## src/rtl/looped_iir_pkg.sv

```systemverilog
// ----------------------------------------------------------------------------
// looped_iir_pkg -- shared state type and helpers for the looped IIR sequencer
// Revision 1.0
// ----------------------------------------------------------------------------
`default_nettype none

package looped_iir_pkg;

  typedef enum logic [1:0] {
    IDLE    = 2'd0,
    BUSY    = 2'd1,
    RECOVER = 2'd2
  } state_e;

  localparam int SRST_CYCLES = 2;

  // Core latency is NSECTIONS+1; the margin covers pipeline slack around it.
  function automatic int default_timeout(input int nsections);
    return nsections + 8;
  endfunction

endpackage

`default_nettype wire

```

## src/rtl/filters_sync_fifo.sv

```systemverilog
// ----------------------------------------------------------------------------
// filters_sync_fifo -- register-based synchronous FIFO with occupancy count
// Revision 1.0
// ----------------------------------------------------------------------------
`default_nettype none

module filters_sync_fifo #(
  parameter int DW    = 16,
  parameter int DEPTH = 4
) (
  input  logic                   clk_i,
  input  logic                   arstn_i,
  input  logic                   push,
  input  logic                   pop,
  input  logic [DW-1:0]          din,
  output logic [DW-1:0]          dout,
  output logic                   full,
  output logic                   empty,
  output logic [$clog2(DEPTH):0] fill
);

  localparam int              AW        = $clog2(DEPTH);
  localparam logic [AW:0]     DEPTH_CNT = (AW+1)'(DEPTH);
  localparam logic [AW:0]     CNT_ONE   = (AW+1)'(1);
  localparam logic [AW-1:0]   PTR_ONE   = AW'(1);

  logic [DW-1:0] mem [DEPTH];
  logic [AW-1:0] wr_ptr;
  logic [AW-1:0] rd_ptr;
  logic          do_push;
  logic          do_pop;

  assign full    = (fill == DEPTH_CNT);
  assign empty   = (fill == '0);
  assign dout    = mem[rd_ptr];
  assign do_pop  = pop && !empty;
  // A pop in the same cycle frees the slot a push into a full FIFO needs.
  assign do_push = push && (!full || do_pop);

  always_ff @(posedge clk_i) begin
    if (do_push) begin
      mem[wr_ptr] <= din;
    end
  end

  always_ff @(posedge clk_i or negedge arstn_i) begin
    if (!arstn_i) begin
      wr_ptr <= '0;
      rd_ptr <= '0;
      fill   <= '0;
    end else begin
      if (do_push) begin
        wr_ptr <= wr_ptr + PTR_ONE;
      end
      if (do_pop) begin
        rd_ptr <= rd_ptr + PTR_ONE;
      end
      case ({do_push, do_pop})
        2'b10:   fill <= fill + CNT_ONE;
        2'b01:   fill <= fill - CNT_ONE;
        default: fill <= fill;
      endcase
    end
  end

endmodule

`default_nettype wire

```

## src/rtl/looped_iir_sequencer.sv

```systemverilog
// ----------------------------------------------------------------------------
// looped_iir_sequencer -- stream front/back end and watchdog for the looped IIR core
// Revision 1.0
// ----------------------------------------------------------------------------
`default_nettype none

module looped_iir_sequencer
  import looped_iir_pkg::*;
#(
  parameter int DW         = 16,
  parameter int NSECTIONS  = 8,
  parameter int FIFO_DEPTH = 4,
  parameter int TIMEOUT    = default_timeout(NSECTIONS)
) (
  input  logic                          clk_i,
  input  logic                          arstn_i,
  input  logic                          s_valid_i,
  output logic                          s_ready_o,
  input  logic [DW-1:0]                 s_data_i,
  output logic                          m_valid_o,
  input  logic                          m_ready_i,
  output logic [DW-1:0]                 m_data_o,
  output logic                          flt_start_o,
  output logic [DW-1:0]                 flt_data_o,
  output logic                          flt_srst_o,
  input  logic [DW-1:0]                 flt_data_i,
  input  logic                          flt_valid_i,
  output logic                          timeout_o,
  output logic [$clog2(FIFO_DEPTH):0]   fill_o
);

  localparam int              WDW       = $clog2(TIMEOUT);
  localparam logic [WDW-1:0]  WD_LAST   = WDW'(TIMEOUT - 1);
  localparam logic [WDW-1:0]  WD_ONE    = WDW'(1);
  localparam int              SCW       = (SRST_CYCLES > 1) ? $clog2(SRST_CYCLES) : 1;
  localparam logic [SCW-1:0]  SRST_LAST = SCW'(SRST_CYCLES - 1);
  localparam logic [SCW-1:0]  SRST_ONE  = SCW'(1);

  state_e         state, state_nxt;
  logic [WDW-1:0] wd_cnt, wd_nxt;
  logic [SCW-1:0] srst_cnt, srst_cnt_nxt;
  logic           m_valid_nxt;
  logic [DW-1:0]  m_data_nxt;
  logic           start_nxt;
  logic [DW-1:0]  flt_data_nxt;
  logic           srst_nxt;
  logic           timeout_nxt;

  logic           fifo_full;
  logic           fifo_empty;
  logic           fifo_pop;
  logic [DW-1:0]  fifo_head;

  assign s_ready_o = !fifo_full;

  filters_sync_fifo #(
    .DW    (DW),
    .DEPTH (FIFO_DEPTH)
  ) u_fifo (
    .clk_i   (clk_i),
    .arstn_i (arstn_i),
    .push    (s_valid_i && s_ready_o),
    .pop     (fifo_pop),
    .din     (s_data_i),
    .dout    (fifo_head),
    .full    (fifo_full),
    .empty   (fifo_empty),
    .fill    (fill_o)
  );

  always_ff @(posedge clk_i or negedge arstn_i) begin
    if (!arstn_i) begin
      state       <= IDLE;
      wd_cnt      <= '0;
      srst_cnt    <= '0;
      m_valid_o   <= 1'b0;
      m_data_o    <= '0;
      flt_start_o <= 1'b0;
      flt_data_o  <= '0;
      flt_srst_o  <= 1'b0;
      timeout_o   <= 1'b0;
    end else begin
      state       <= state_nxt;
      wd_cnt      <= wd_nxt;
      srst_cnt    <= srst_cnt_nxt;
      m_valid_o   <= m_valid_nxt;
      m_data_o    <= m_data_nxt;
      flt_start_o <= start_nxt;
      flt_data_o  <= flt_data_nxt;
      flt_srst_o  <= srst_nxt;
      timeout_o   <= timeout_nxt;
    end
  end

  always_comb begin
    state_nxt    = state;
    wd_nxt       = wd_cnt;
    srst_cnt_nxt = srst_cnt;
    m_valid_nxt  = m_valid_o && !m_ready_i;
    m_data_nxt   = m_data_o;
    start_nxt    = 1'b0;
    flt_data_nxt = flt_data_o;
    srst_nxt     = 1'b0;
    timeout_nxt  = timeout_o;
    fifo_pop     = 1'b0;
    case (state)
      IDLE: begin
        // Holding off while a result is pending keeps the result register safe.
        if (!fifo_empty && !m_valid_o) begin
          fifo_pop     = 1'b1;
          flt_data_nxt = fifo_head;
          start_nxt    = 1'b1;
          wd_nxt       = '0;
          state_nxt    = BUSY;
        end
      end
      BUSY: begin
        if (flt_valid_i) begin
          m_data_nxt  = flt_data_i;
          m_valid_nxt = 1'b1;
          state_nxt   = IDLE;
        end else if (wd_cnt == WD_LAST) begin
          srst_nxt     = 1'b1;
          srst_cnt_nxt = '0;
          timeout_nxt  = 1'b1;
          state_nxt    = RECOVER;
        end else begin
          wd_nxt = wd_cnt + WD_ONE;
        end
      end
      RECOVER: begin
        if (srst_cnt == SRST_LAST) begin
          state_nxt = IDLE;
        end else begin
          srst_nxt     = 1'b1;
          srst_cnt_nxt = srst_cnt + SRST_ONE;
        end
      end
      default: state_nxt = IDLE;
    endcase
  end

endmodule

`default_nettype wire

```

## config.mk

```make
export PLATFORM = sky130hd
export DESIGN_NAME = looped_iir_sequencer
export DESIGN_NICKNAME = d
export VERILOG_FILES = /design/src/rtl/looped_iir_pkg.sv /design/src/rtl/filters_sync_fifo.sv /design/src/rtl/looped_iir_sequencer.sv
export SDC_FILE = /design/constraint.sdc
export NUM_CORES = 1
export LEC_CHECK = 0
export CORE_AREA = 2 2 102 104
export CTS_CLUSTER_DIAMETER = 120
export DETAILED_ROUTE_END_ITERATION = 8
export DIE_AREA = 0 0 104 106
export PLACE_DENSITY = 0.73
export SLEW_MARGIN = 25
export SYNTH_ARGS = -nofsm -noshare
export SYNTH_HDL_FRONTEND = slang
export SYNTH_SLANG_ARGS = --single-unit
```

## constraint.sdc

```tcl
create_clock -name clk_i -period 2.2 [get_ports clk_i]
set_input_delay 0.44 -clock clk_i [delete_from_list [all_inputs] [get_ports clk_i]]
set_output_delay 0.44 -clock clk_i [all_outputs]
set_load 0.01 [all_outputs]
```

# After elaboration in Yosys (flattened, before gate mapping)

Memory sizes are Yosys's and may differ from the RTL's. A register that Yosys moved wholly into a read port is not among the register bits.
Index checks and enable logic that the tools add are counted.

Add/subtract/negate cells: 6
Mux-type cells: 24
Reduce and logical (&&, ||, !) cells: 22
Bitwise operators: 1
Eq/ne operators: 12

Operators by type and width:

| operator            | count |
|---|---|
| $mux 1              | 12 |
| $mux 4              | 3 |
| $ne 2x2->1 const B  | 5 |
| $reduce_and 3->1    | 3 |
| $mux 2              | 4 |
| $pmux 4 s2          | 1 |
| $pmux 2 s3          | 1 |
| $pmux 3 s2          | 1 |
| $reduce_bool 2->1   | 3 |
| $logic_and 1x1->1   | 5 |
| $logic_not 1->1     | 5 |
| $add 2x1->2 const B | 2 |
| $add 4x1->4 const B | 1 |
| $eq 2x1->1 const B  | 2 |
| $eq 2x2->1 const B  | 2 |
| $eq 4x4->1 const B  | 1 |
| $pmux 1 s2          | 2 |
| $reduce_and 2->1    | 2 |
| $reduce_and 4->1    | 1 |
| $add 3x1->3 const B | 1 |
| $eq 3x3->1 const B  | 1 |
| $logic_not 3->1     | 1 |
| $ne 3x3->1 const B  | 1 |
| $sub 3x1->3 const B | 1 |
| 4 further kinds     | 4 |

Memories: 1
RAM bits: 64
Logic and storage cells: 77
Output and inout port bits: 40
Flip-flop bits (word level): 34

Memories:

| memory     | words | width | rd ports | clocked after Yosys merged registers in | write ports | line                    | RTL |
|---|---|---|---|---|---|---|---|
| u_fifo.mem | 4     | 16    | 1        | 1                                       | 1           | filters_sync_fifo.sv:27 | `logic [DW-1:0] mem [DEPTH];` |

# Depth between registers and ports, before layout

Depth after elaboration: 10
Gate-level depth with buffers: 11

# By module

A second synthesis with hierarchy kept.

Cells, all modules: 251
Area total of the unflattened synthesis: 4566.9 um^2

Modules (own cells, without submodules):

| module               | times used | area each (um^2) | cells each | sequential area each (um^2) |
|---|---|---|---|---|
| filters_sync_fifo    | 1          | 2741.4           | 122        | 2097.0 |
| looped_iir_sequencer | 1          | 1825.5           | 129        | 1076.0 |

# Worst setup path after synthesis

No wires, ideal clock.

Kind: reg-to-reg
Start: reg state[0]
End: reg u_fifo.fill[2]
Path buffers: 2
Required time: 2.121 ns
Stages on the path, launching flop included: 12
Slack: -0.056 ns
Arrival: 2.177 ns
Path through: dfrtp_1 -> inv_1 -> ha_1 -> nor3b_1 -> buf_4 -> buf_6 -> ha_1 -> inv_1 -> fa_1 -> xor2_1 -> nor2_1 -> xor2_1

Cells in the longest elaborated chain, start to end: 7
Elaborated cells between the ends (all ways): 9
Classes of those cells: eq/ne (2); mux (2); reduce/logical (5)

RTL lines:

| what                                                   | line                        | RTL |
|---|---|---|
| start: declaration                                     | looped_iir_sequencer.sv:39  | `state_e state, state_nxt;` |
| start signal: assignment                               | looped_iir_sequencer.sv:83  | `state <= state_nxt;` |
| $logic_not 2->1 *                                      | looped_iir_sequencer.sv:106 | `case (state)` |
| $mux 1 *                                               | looped_iir_sequencer.sv:106 |  |
| $logic_and 1x1->1 *                                    | filters_sync_fifo.sv:36     | `assign do_pop = pop && !empty;` |
| net u_fifo.do_pop                                      | filters_sync_fifo.sv:31     | `logic do_pop;` |
| $logic_or 1x1->1                                       | filters_sync_fifo.sv:38     | `assign do_push = push && (!full \|\| do_pop);` |
| $logic_and 1x1->1                                      | filters_sync_fifo.sv:38     |  |
| $eq 2x1->1 / $eq 2x2->1 (equally long branches)        | filters_sync_fifo.sv:58     | `case ({do_push, do_pop})` |
| $pmux 3 s2 / $reduce_bool 2->1 (equally long branches) | --                          |  |
| end signal: assignment                                 | filters_sync_fifo.sv:59     | `2'b10: fill <= fill + CNT_ONE;` |
| end signal: assignment                                 | filters_sync_fifo.sv:60     | `2'b01: fill <= fill - CNT_ONE;` |
| end signal: assignment                                 | filters_sync_fifo.sv:61     | `default: fill <= fill;` |
| end: declaration                                       | filters_sync_fifo.sv:19     | `output logic [$clog2(DEPTH):0] fill` |

The timed path passes the listed nets; every way through them passes the cells marked *.
A chain may end at the register's enable or synchronous reset.

# Final worst setup path

Start: reg state[1]
End: reg u_fifo.fill[2]

Cells in the longest elaborated chain, start to end: 7
Elaborated cells between the ends (all ways): 9
Classes of those cells: eq/ne (2); mux (2); reduce/logical (5)

RTL lines:

| what                                                   | line |
|---|---|
| $logic_not 2->1 *                                      | looped_iir_sequencer.sv:106 |
| $mux 1 *                                               | looped_iir_sequencer.sv:106 |
| $logic_and 1x1->1 *                                    | filters_sync_fifo.sv:36 |
| $logic_or 1x1->1                                       | filters_sync_fifo.sv:38 |
| $logic_and 1x1->1                                      | filters_sync_fifo.sv:38 |
| $eq 2x1->1 / $eq 2x2->1 (equally long branches)        | filters_sync_fifo.sv:58 |
| $pmux 3 s2 / $reduce_bool 2->1 (equally long branches) | -- |

Mark *: on every way between the ends. The rest lies on a longest branch, timed or not.

==> impl_summary.txt <==
----------------------------------------------------
[Timing]
  Setup repair after global routing missed its margin ... false
  Worst-Margin Slew ... 0.5728 ns
  Number of pins with negative max-slew slack in the final report ... 0
  Final sum of negative setup slack ... 0 ns
  Final critical-path share of the clock period ... 93.73%
  Post-Route Hold Slack ... 0.4656 ns
  Max-slew headroom ... 61.81%
  Count of final hold-check violations ... 0
  Final Worst Setup Slack ... 0.1379 ns
  Fin crit period ... 2.062 ns
  Setup violators final ... 0
  Fin Clk Skew ... 0.006130 ns
  Achievable Freq ... 0.4849 GHz

[Yosys]
  Number of standard cells after synthesis ... 242
  Post-synth EDFFs ... 64
  Mean post-synth cell area ... 18.81 sq um
  Cells taking the most area after synthesis ... edfxtp_1 (42%), dfrtp_1 (27%), mux2_2 (6.7%), mux4_1 (4.6%), mux4_2 (4.0%)
  Register bit count reported by yosys ... 114
  Sequential share of the synthesized area ... 69.69%
  Proportion of netlist area held by the largest area contributor ... 42.21%
  Main flop type after synthesis ... edfxtp_1
  Netlist cell types ... 39
  Post-Synthesis Net Count ... 290
  Cell taking the most area after synthesis ... edfxtp_1
  Count of yosys warnings during synthesis ... 0
  Post-Syn Area ... 4553 sq um
  Proportion of synthesized flip-flops having asynchronous set or reset ... 43.86%

[Setup path]
  Required time reported for the critical path endpoint ... 2.62 ns
  Largest fanout of any net on the critical path ... 4
  Sort of element at the end of the critical path ... flip-flop
  Critical path, cell by cell ... inv_1, ha_4, nor3b_4, ha_2, inv_1, fa_1, xor2_1, nor2_1, xor2_1
  Crit-path max cell delay ... 0.39 ns
  Crit Path Category ... flip-flop to flip-flop
  Startpoint type of the worst setup path ... flip-flop
  Slowest cell on crit path ... dfrtp_1
  Arr. time, crit path ... 2.48 ns

[Detailed routing]
  Routed Wire Length ... 8234 um
  Initial detailed-routing violation count ... 82
  DR vias ... 2457
  Post-DR wirelength/cell ... 16.77 um
  Vias per inst ... 5.004
  Length of the first detailed-routing pass in iterations ... 4
  Antenna-violating nets left ... 0
  Remaining routing DRC violations ... 0

[Final layout]
  Count of filler cells inserted in the layout ... 768
  Number of antenna repair diodes ... 0
  Share of cells above drive strength 1 ... 25.92%
  Final design area excluding fillers ... 6118 sq um
  Final layout net count ... 390
  Most common library cell in the layout ignoring fill and taps ... clkdlybuf4s50_1
  Highest-count cells in the layout ignoring fill and taps ... clkdlybuf4s50_1 (74), edfxtp_1 (64), dfrtp_1 (50)
  Area growth syn-to-layout ... 34.38%
  Final instance count without filler cells ... 491

[Floorplan]
  Die ar. ... 11020 sq um
  Overall die width ... 104 um
  Initial Util ... 45.53%
  I/O pin cnt ... 77
  Die height ... 106 um
  Number of cell rows ... 37
  Core Footprint ... 10000 sq um

[Global route]
  Residual overflow from global routing ... 0
  First-pass GRT wire length ... 13720 um
  Maximum number of pins on one net before global-route repair ... 25
  GRT Overall Usage ... 16.46%
  Initial antenna violation count ... 0
  Vias in the first global route ... 2745

[Min path]
  Worst min-delay path category ... flip-flop to flip-flop

[Placement]
  Port-buffer cells ... 76
  Worst slack at placement ... 0.04726 ns
  Instance count after placement with tap cells included ... 458
  Gp weighted congestion ... 0.7307
  HPWL after detailed placement ... 5289 um
  Placement Cell Area ... 5529 sq um

[CTS]
  Number of sinks on the clock net ... 114
  Clock slew seen by the registers of the worst setup and hold paths ... 0.05 ns
  Worst-Skew Late Latency ... 0.50 ns
  Clock buffer depth ... 2
  Clock tree from TritonCTS ... done
  Number of CTS-inserted buffers ... 17
  Root Buffer ... clkbuf_8
  Post-CTS setup buffer count ... 0
  H-Tree Depth ... 4

[Run]
  Max-cap violations ... 0

[Pwr]
  Power density over the cells ... 1465 nW/um^2
  Total leakage power ... 2.382 nW
  Maximum vdd drop ... 0.6797 mV

[Run status]
  Run status ... completed

----------------------------------------------------
[routing by layer]
| layer | track usage (%) | share of wire [%] | vias up | wire (um) |
|---|---|---|---|---|
| met5 | 0 | 0 | - | 0 |
| met4 | 6.660 | 1.1 | 0 | 94 |
| met3 | 5.395 | 4.8 | 13 | 399 |
| met2 | 27.82 | 51 | 70 | 4236 |
| met1 | 19.59 | 43 | 1254 | 3504 |
| li1 | - | - | 1120 | - |
[where the power goes]
part	internal, mW	switching, mW	total (mW)
sequential	2.98	0.385	3.36
combinational	1.77	1.24	3.01
clock	1.70	0.887	2.59
[registers in the layout, indices dropped and copies added, names as in the netlist, 2 cells and up]
name           flops
flt_data_o        16
m_data_o          16
state              2
u_fifo.fill        3
u_fifo.mem        64
u_fifo.rd_ptr      2
u_fifo.wr_ptr      2
wd_cnt             4
[final cells by class]
class,instances,area [sq um],share of cell area [%]
clock buffers,20,425.4,6.953
clock inverters,12,140.1,2.290
inverters,11,41.29,0.6748
multi-input cells,109,1301,21.27
flip-flops and latches,114,3173,51.86
well taps,136,170.2,2.781
repair buffers,89,867.1,14.17
[stage by stage]
step           util [%]  power [mW]
3_5_place_dp      55.29       6.408
2_1_floorplan         -       5.162
6_report          61.19       8.964
4_1_cts           61.04       9.048
5_1_grt           61.19       9.436
3_3_place_gp      55.29       6.320
[Yosys cell counts, types with 2 or more instances]
cell type and instances:
and3_1 4, mux4_1 8, mux4_2 8, dfrtp_1 50
o21ai_0 2, mux2_4 8, ha_1 10, nand3_1 4
inv_1 11, nand2_1 7, mux2_2 27, mux2i_1 2
xor2_1 3, nor3b_1 2, xnor2_1 3, nor2b_1 2
buf_6 2, buf_2 2, nand2b_1 4, edfxtp_1 64
[cell families (layout without fill, tap and decap cells)]
family	after synthesis	in the layout	synth area share [%]
AND/OR/NAND/NOR	28	28	3.407
flip-flops	114	114	69.69
buffers and inverters	19	132	2.418
XOR/XNOR	6	6	1.154
AO/OA/AOI/OAI	11	11	1.814
adder cells (fa/ha/maj)	11	11	3.188
multiplexers	53	53	18.33
[path summary, 6_finish.rpt]
kind / from / endpoint / slack (ns) / cells after the start
worst max-delay path: state[1] / u_fifo.fill[2] / 0.14 / 9
worst min-delay path: timeout_o / timeout_o / 0.47 / 1
worst max register to register: state[1] / u_fifo.fill[2] / 0.14 / 9
worst min register to register: timeout_o / timeout_o / 0.47 / 1
max in group asynchronous: arstn_i / m_data_o[14] / 1.06 / 3
min in group asynchronous: arstn_i / flt_data_o[10] / 0.48 / 2
[repair_timing]
action / CTS / global route
setup endpoints to repair: 1 / 1
resized for setup: 1 / 3
hold endpoints to repair: 22 / 0
gates cloned: 0 / 0
hold buffers: 1 / 0
[critical path, delay by kind of cell, from the launching register on]
family	cells	cell delay [ns]
buf+inv	2	0.20
flops	1	0.39
simple gates	2	0.30
xor+xnor	2	0.33
fa+ha+maj	3	0.75
No activity file was read; power rests on OpenSTA's default activity.
